## config.mk

```make
export PLATFORM = sky130hd
export DESIGN_NAME = seq_checker_mod3
export DESIGN_NICKNAME = d
export VERILOG_FILES = /design/src/rtl/seq_checker_mod3.sv
export SDC_FILE = /design/constraint.sdc
export NUM_CORES = 1
export LEC_CHECK = 0
export CAP_MARGIN = 30
export CORE_UTILIZATION = 45
export CTS_CLUSTER_SIZE = 12
export DETAILED_ROUTE_END_ITERATION = 7
export MAX_ROUTING_LAYER = met4
export PLACE_DENSITY = 0.74
export SLEW_MARGIN = 20
export SYNTH_ARGS = -nofsm -noshare
export SYNTH_HDL_FRONTEND = slang
export SYNTH_SLANG_ARGS = --single-unit
```

## constraint.sdc

```tcl
create_clock -name Clk -period 1.61 [get_ports Clk]
set_input_delay 0.322 -clock Clk [delete_from_list [all_inputs] [get_ports Clk]]
set_output_delay 0.322 -clock Clk [all_outputs]
set_load 0.01 [all_outputs]
```

## src/rtl/seq_checker_mod3.sv

```systemverilog
// seq_checker_mod3: lock detector for a 2-bit mod-3 counter stream (00->01->10->00)
// Ports:
//   Clk     - rising-edge clock
//   Rst     - asynchronous active-low reset
//   valid   - qualifies din; all state holds when low
//   din     - received counter sample (11 is illegal)
//   locked  - high while in LOCKED
//   err     - one-cycle pulse per mismatching sample seen while LOCKED
//   wraps   - count of correct 10->00 transitions seen while LOCKED, modulo 256
//   err_cnt - saturating count of err pulses
// Macro SEQ_CHK_ERRCNT_EN enables the err_cnt counter; otherwise err_cnt is tied to 0.
module seq_checker_mod3 #(
    parameter int LOCK_N   = 3,
    parameter int UNLOCK_N = 2
) (
    input  logic       Clk,
    input  logic       Rst,
    input  logic       valid,
    input  logic [1:0] din,
    output logic       locked,
    output logic       err,
    output logic [7:0] wraps,
    output logic [7:0] err_cnt
);
    typedef enum logic [1:0] {HUNT, SYNC, LOCKED} state_t;
    localparam logic [2:0] LOCK_V   = 3'(LOCK_N);
    localparam logic [2:0] UNLOCK_V = 3'(UNLOCK_N);
    state_t     state, state_n;
    logic [1:0] prev, prev_n, exp_din;
    logic [2:0] good, good_n, bad, bad_n;
    logic [7:0] wraps_n;
    logic       err_n, match;
    // prev only ever holds a legal code, so exp_din is never 11 and a match implies din is legal
    assign exp_din = (prev == 2'b10) ? 2'b00 : prev + 2'b01;
    assign match   = (din == exp_din);
    always_comb begin
        state_n = state;
        prev_n  = prev;
        good_n  = good;
        bad_n   = bad;
        wraps_n = wraps;
        err_n   = 1'b0;
        if (valid) begin
            // every legal sample becomes the new reference, matched or not
            if (din != 2'b11)
                prev_n = din;
            case (state)
                HUNT: begin
                    if (din != 2'b11) begin
                        good_n  = 3'd0;
                        state_n = SYNC;
                    end
                end
                SYNC: begin
                    if (din == 2'b11)
                        state_n = HUNT;
                    else if (match) begin
                        good_n = good + 3'd1;
                        if (good_n == LOCK_V) begin
                            state_n = LOCKED;
                            bad_n   = 3'd0;
                        end
                    end else
                        good_n = 3'd0;
                end
                LOCKED: begin
                    if (match) begin
                        bad_n = 3'd0;
                        if (prev == 2'b10)
                            wraps_n = wraps + 8'd1;
                    end else begin
                        err_n = 1'b1;
                        bad_n = bad + 3'd1;
                        if (bad_n == UNLOCK_V)
                            state_n = HUNT;
                    end
                end
                default: state_n = HUNT;
            endcase
        end
    end
    always_ff @(posedge Clk or negedge Rst) begin
        if (!Rst) begin
            state  <= HUNT;
            prev   <= 2'b00;
            good   <= 3'd0;
            bad    <= 3'd0;
            locked <= 1'b0;
            err    <= 1'b0;
            wraps  <= 8'd0;
        end else begin
            state  <= state_n;
            prev   <= prev_n;
            good   <= good_n;
            bad    <= bad_n;
            locked <= (state_n == LOCKED);
            err    <= err_n;
            wraps  <= wraps_n;
        end
    end
`ifdef SEQ_CHK_ERRCNT_EN
    always_ff @(posedge Clk or negedge Rst) begin
        if (!Rst)
            err_cnt <= 8'd0;
        else if (err_n && err_cnt != 8'hff)
            err_cnt <= err_cnt + 8'd1;
    end
`else
    assign err_cnt = 8'h00;
`endif
endmodule
```

==> impl_metrics.yaml <==
setup_path:
  endpoint_kind: "flop"
  crit_buf_inv: 1
  startpoint_type: "flop"
  crit_path_max_fanout: 4
  worstSetupPathType: "flop to flop"
  cp_top_family: "flip-flops"
  worst_ep_arrival_time_ns: 1.88
  cp_data_required_time_ns: 1.80
  critical-path-max-stage-delay_ns: 0.45
  crit_chain: "buf_6, nor4b_4, o31a_2, a31oi_4, mux2_4"
  cp_slowest_cell: "dfrtp_2"
clock_tree:
  ctsHoldBuffers: 0
  clk_latency_ns: 0.29
  cts_tree: "done"
  clock_sink_count: 20
  numCtsBuffers: 3
  cts_root_buffer: "clkbuf_4"
  htree_levels: 1
  path_clk_slew_ns: 0.10
  cts_buffer_depth: 2
cells_and_area:
  most-common-layout-cells: "18 x dfrtp_1, 16 x buf_4, 11 x clkdlybuf4s50_1, 8 x nand2_1, 8 x conb_1"
  area_growth_syn_to_layout_pct: 35.41
  layout-drive-gt1-share_pct: 27.14
  layout.cells.non_filler: 168
  nets: 152
  antennaDiodeCount: 0
  mostFrequentLayoutCell: "dfrtp_1"
power_and_ir_drop:
  power_leakage_nw: 0.7385
  netSwitchingFraction_pct: 26.49
  p_total_w: 0.0009237
  p_int_w: 0.0006791
  power_switching_w: 0.0002447
  powerDensity_nw_per_um2: 616.8
  pwr-share-seq_pct: 58.8
  pwr-share-comb_pct: 16.7
  irDropWorstVdd_v: 0.0003495
  clkPwrFrac_pct: 24.5
global_routing:
  track_usage_pct: 21.27
  grt_pass1_wl_um: 3912
  antenna_found_initial: 0
  overflow: 0
  grt_pass1_vias: 856
  grt_max_degree: 21
sta:
  fin_skew_ns: 0.002859
  whs_ns: 0.3512
  setup_viol: 5
  period_needed_ns: 1.690
  finalHoldViolations: 0
  rsz0062_at_grt: "true"
  min_period_over_period_pct: 105.0
  slew_violations: 0
  max_freq_ghz: 0.5918
  fin_ws_ns: -0.07972
synthesis:
  ys.flop_type: "dfrtp_1"
  synthesis.area_um2: 1106
  yosysWarnings: 0
  yosysTopAreaCell: "dfrtp_1"
  synth_edf_count: 0
  synth_cell_types: 37
  syn_avg_cell_area_um2: 10.34
  syn_inst: 107
  ys_ff_latch: 20
  synth_top_area_share_pct: 45.25
  ys_top_cells_by_area: "dfrtp_1 45%, ha_1 5.7%, buf_4 5.4%"
  ys_async_sr_fraction_pct: 100.0
  ys_seq_area_share_pct: 45.25
outcome:
  violations: "negative setup slack"
  status: "finished, violations left"
die:
  io_pins: 23
  die-area_um2: 2660
  row_count: 17
  fp.coreArea_um2: 2255
  die_y_um: 51.58
  initial_core_util_pct: 49.06
  die_x_um: 51.58
placed_design:
  globalplace.congestion: 0.8707
  io_buffers: 14
  dp.cells: 159
  dp_hpwl_um: 1649
routing:
  drt-wirelength-per-cell_um: 14.39
  via_per_inst: 5.220
  wirelength_um: 2417
  route.detailed.drc: 0
  dr.pass1.iters: 6
  routed-via-count: 877
  drt_iter0_drc: 11
  drtAntennaViolNets: 0
hold_path:
  worstHoldPathType: "input port to async pin"
flow_run:
  max_cap_violations: 0
[sequential cells by signal, summed over array words and instances, names as in the netlist]
signal / count
bad: 3
err: 1
good: 3
locked: 1
prev: 2
state: 2
wraps: 8
[layer usage]
layer | wire length (um) | part of all wire [%] | vias to the layer above | track usage [%]
li1 | - | - | 425 | -
met1 | 997 | 41 | 421 | 24.72
met2 | 1326 | 55 | 27 | 37.66
met3 | 64 | 2.6 | 4 | 2.632
met4 | 29 | 1.2 | 0 | 7.658
met5 | 0 | 0 | - | -
[power by group through the flow]
stage | combinational (W) | clock (W) | sequential [W]
after floorplan | 0.0000828 | 0 | 0.000543
after global placement | 0.000116 | 0 | 0.000546
after detailed placement | 0.000120 | 0 | 0.000548
after CTS | 0.000135 | 0.000239 | 0.000540
after global routing | 0.000170 | 0.000257 | 0.000546
final | 0.000154 | 0.000226 | 0.000543
[path summary, 6_finish.rpt]
check                         start       end  slack, ns  cells after the start
max                         prev[0]    bad[0]      -0.08                      5
min                             Rst  wraps[3]       0.35                      2
max reg2reg                 prev[0]    bad[0]      -0.08                      5
min reg2reg                wraps[7]  wraps[7]       0.48                      1
max in group asynchronous       Rst   prev[0]       1.04                      2
min in group Clk           wraps[7]  wraps[7]       0.48                      1
[stage by stage]
stage	utilization, %	TNS, ns	setup slack, ns	instance area (um^2)
after floorplan	-	0	0.07338	1132
after global placement	58.99	-5.027	-0.4328	1330
after detailed placement	58.99	-5.922	-0.4963	1330
after CTS	61.60	-0.01824	-0.01064	1389
after global routing	66.43	-0.5449	-0.1087	1498
final	66.43	-0.2856	-0.07972	1498
[cell type report]
type                            instances  area (um^2)
Clock buffer                            3        22.52
Fill cell                             174        757.0
Inverter                                5        18.77
Multi-Input combinational cell         81        646.9
Sequential cell                        20        503.0
Tap cell                               28        35.03
Timing Repair Buffer                   31        271.5
[Yosys cell counts, drive strengths merged (3+ instances only)]
cell,number
ha,5
inv,4
nor2,7
nand2b,5
nor2b,4
nand3,3
xor2,5
a31oi,3
dfrtp,20
o21ai,4
buf,8
nand2,10
[logic make-up after synthesis]
family                     share of synthesized area, %
DFF                                               45.25
xor gates and xnor gates                          5.543
AOI/OAI and AO/OA                                 11.20
muxes                                             2.036
and+or+nand+nor                                   22.85
buffers and inverters                             7.126
other                                            0.3390
adders and majority gates                         5.656
[what timing repair did]
action | CTS | global route
gates resized for setup | 8 | 14
pin swaps | 5 | 7
endpoints found under the hold margin | 0 | 0
setup buffers | 1 | 5
setup endpoints to repair | 13 | 13
(Power assumes the default switching activity.)
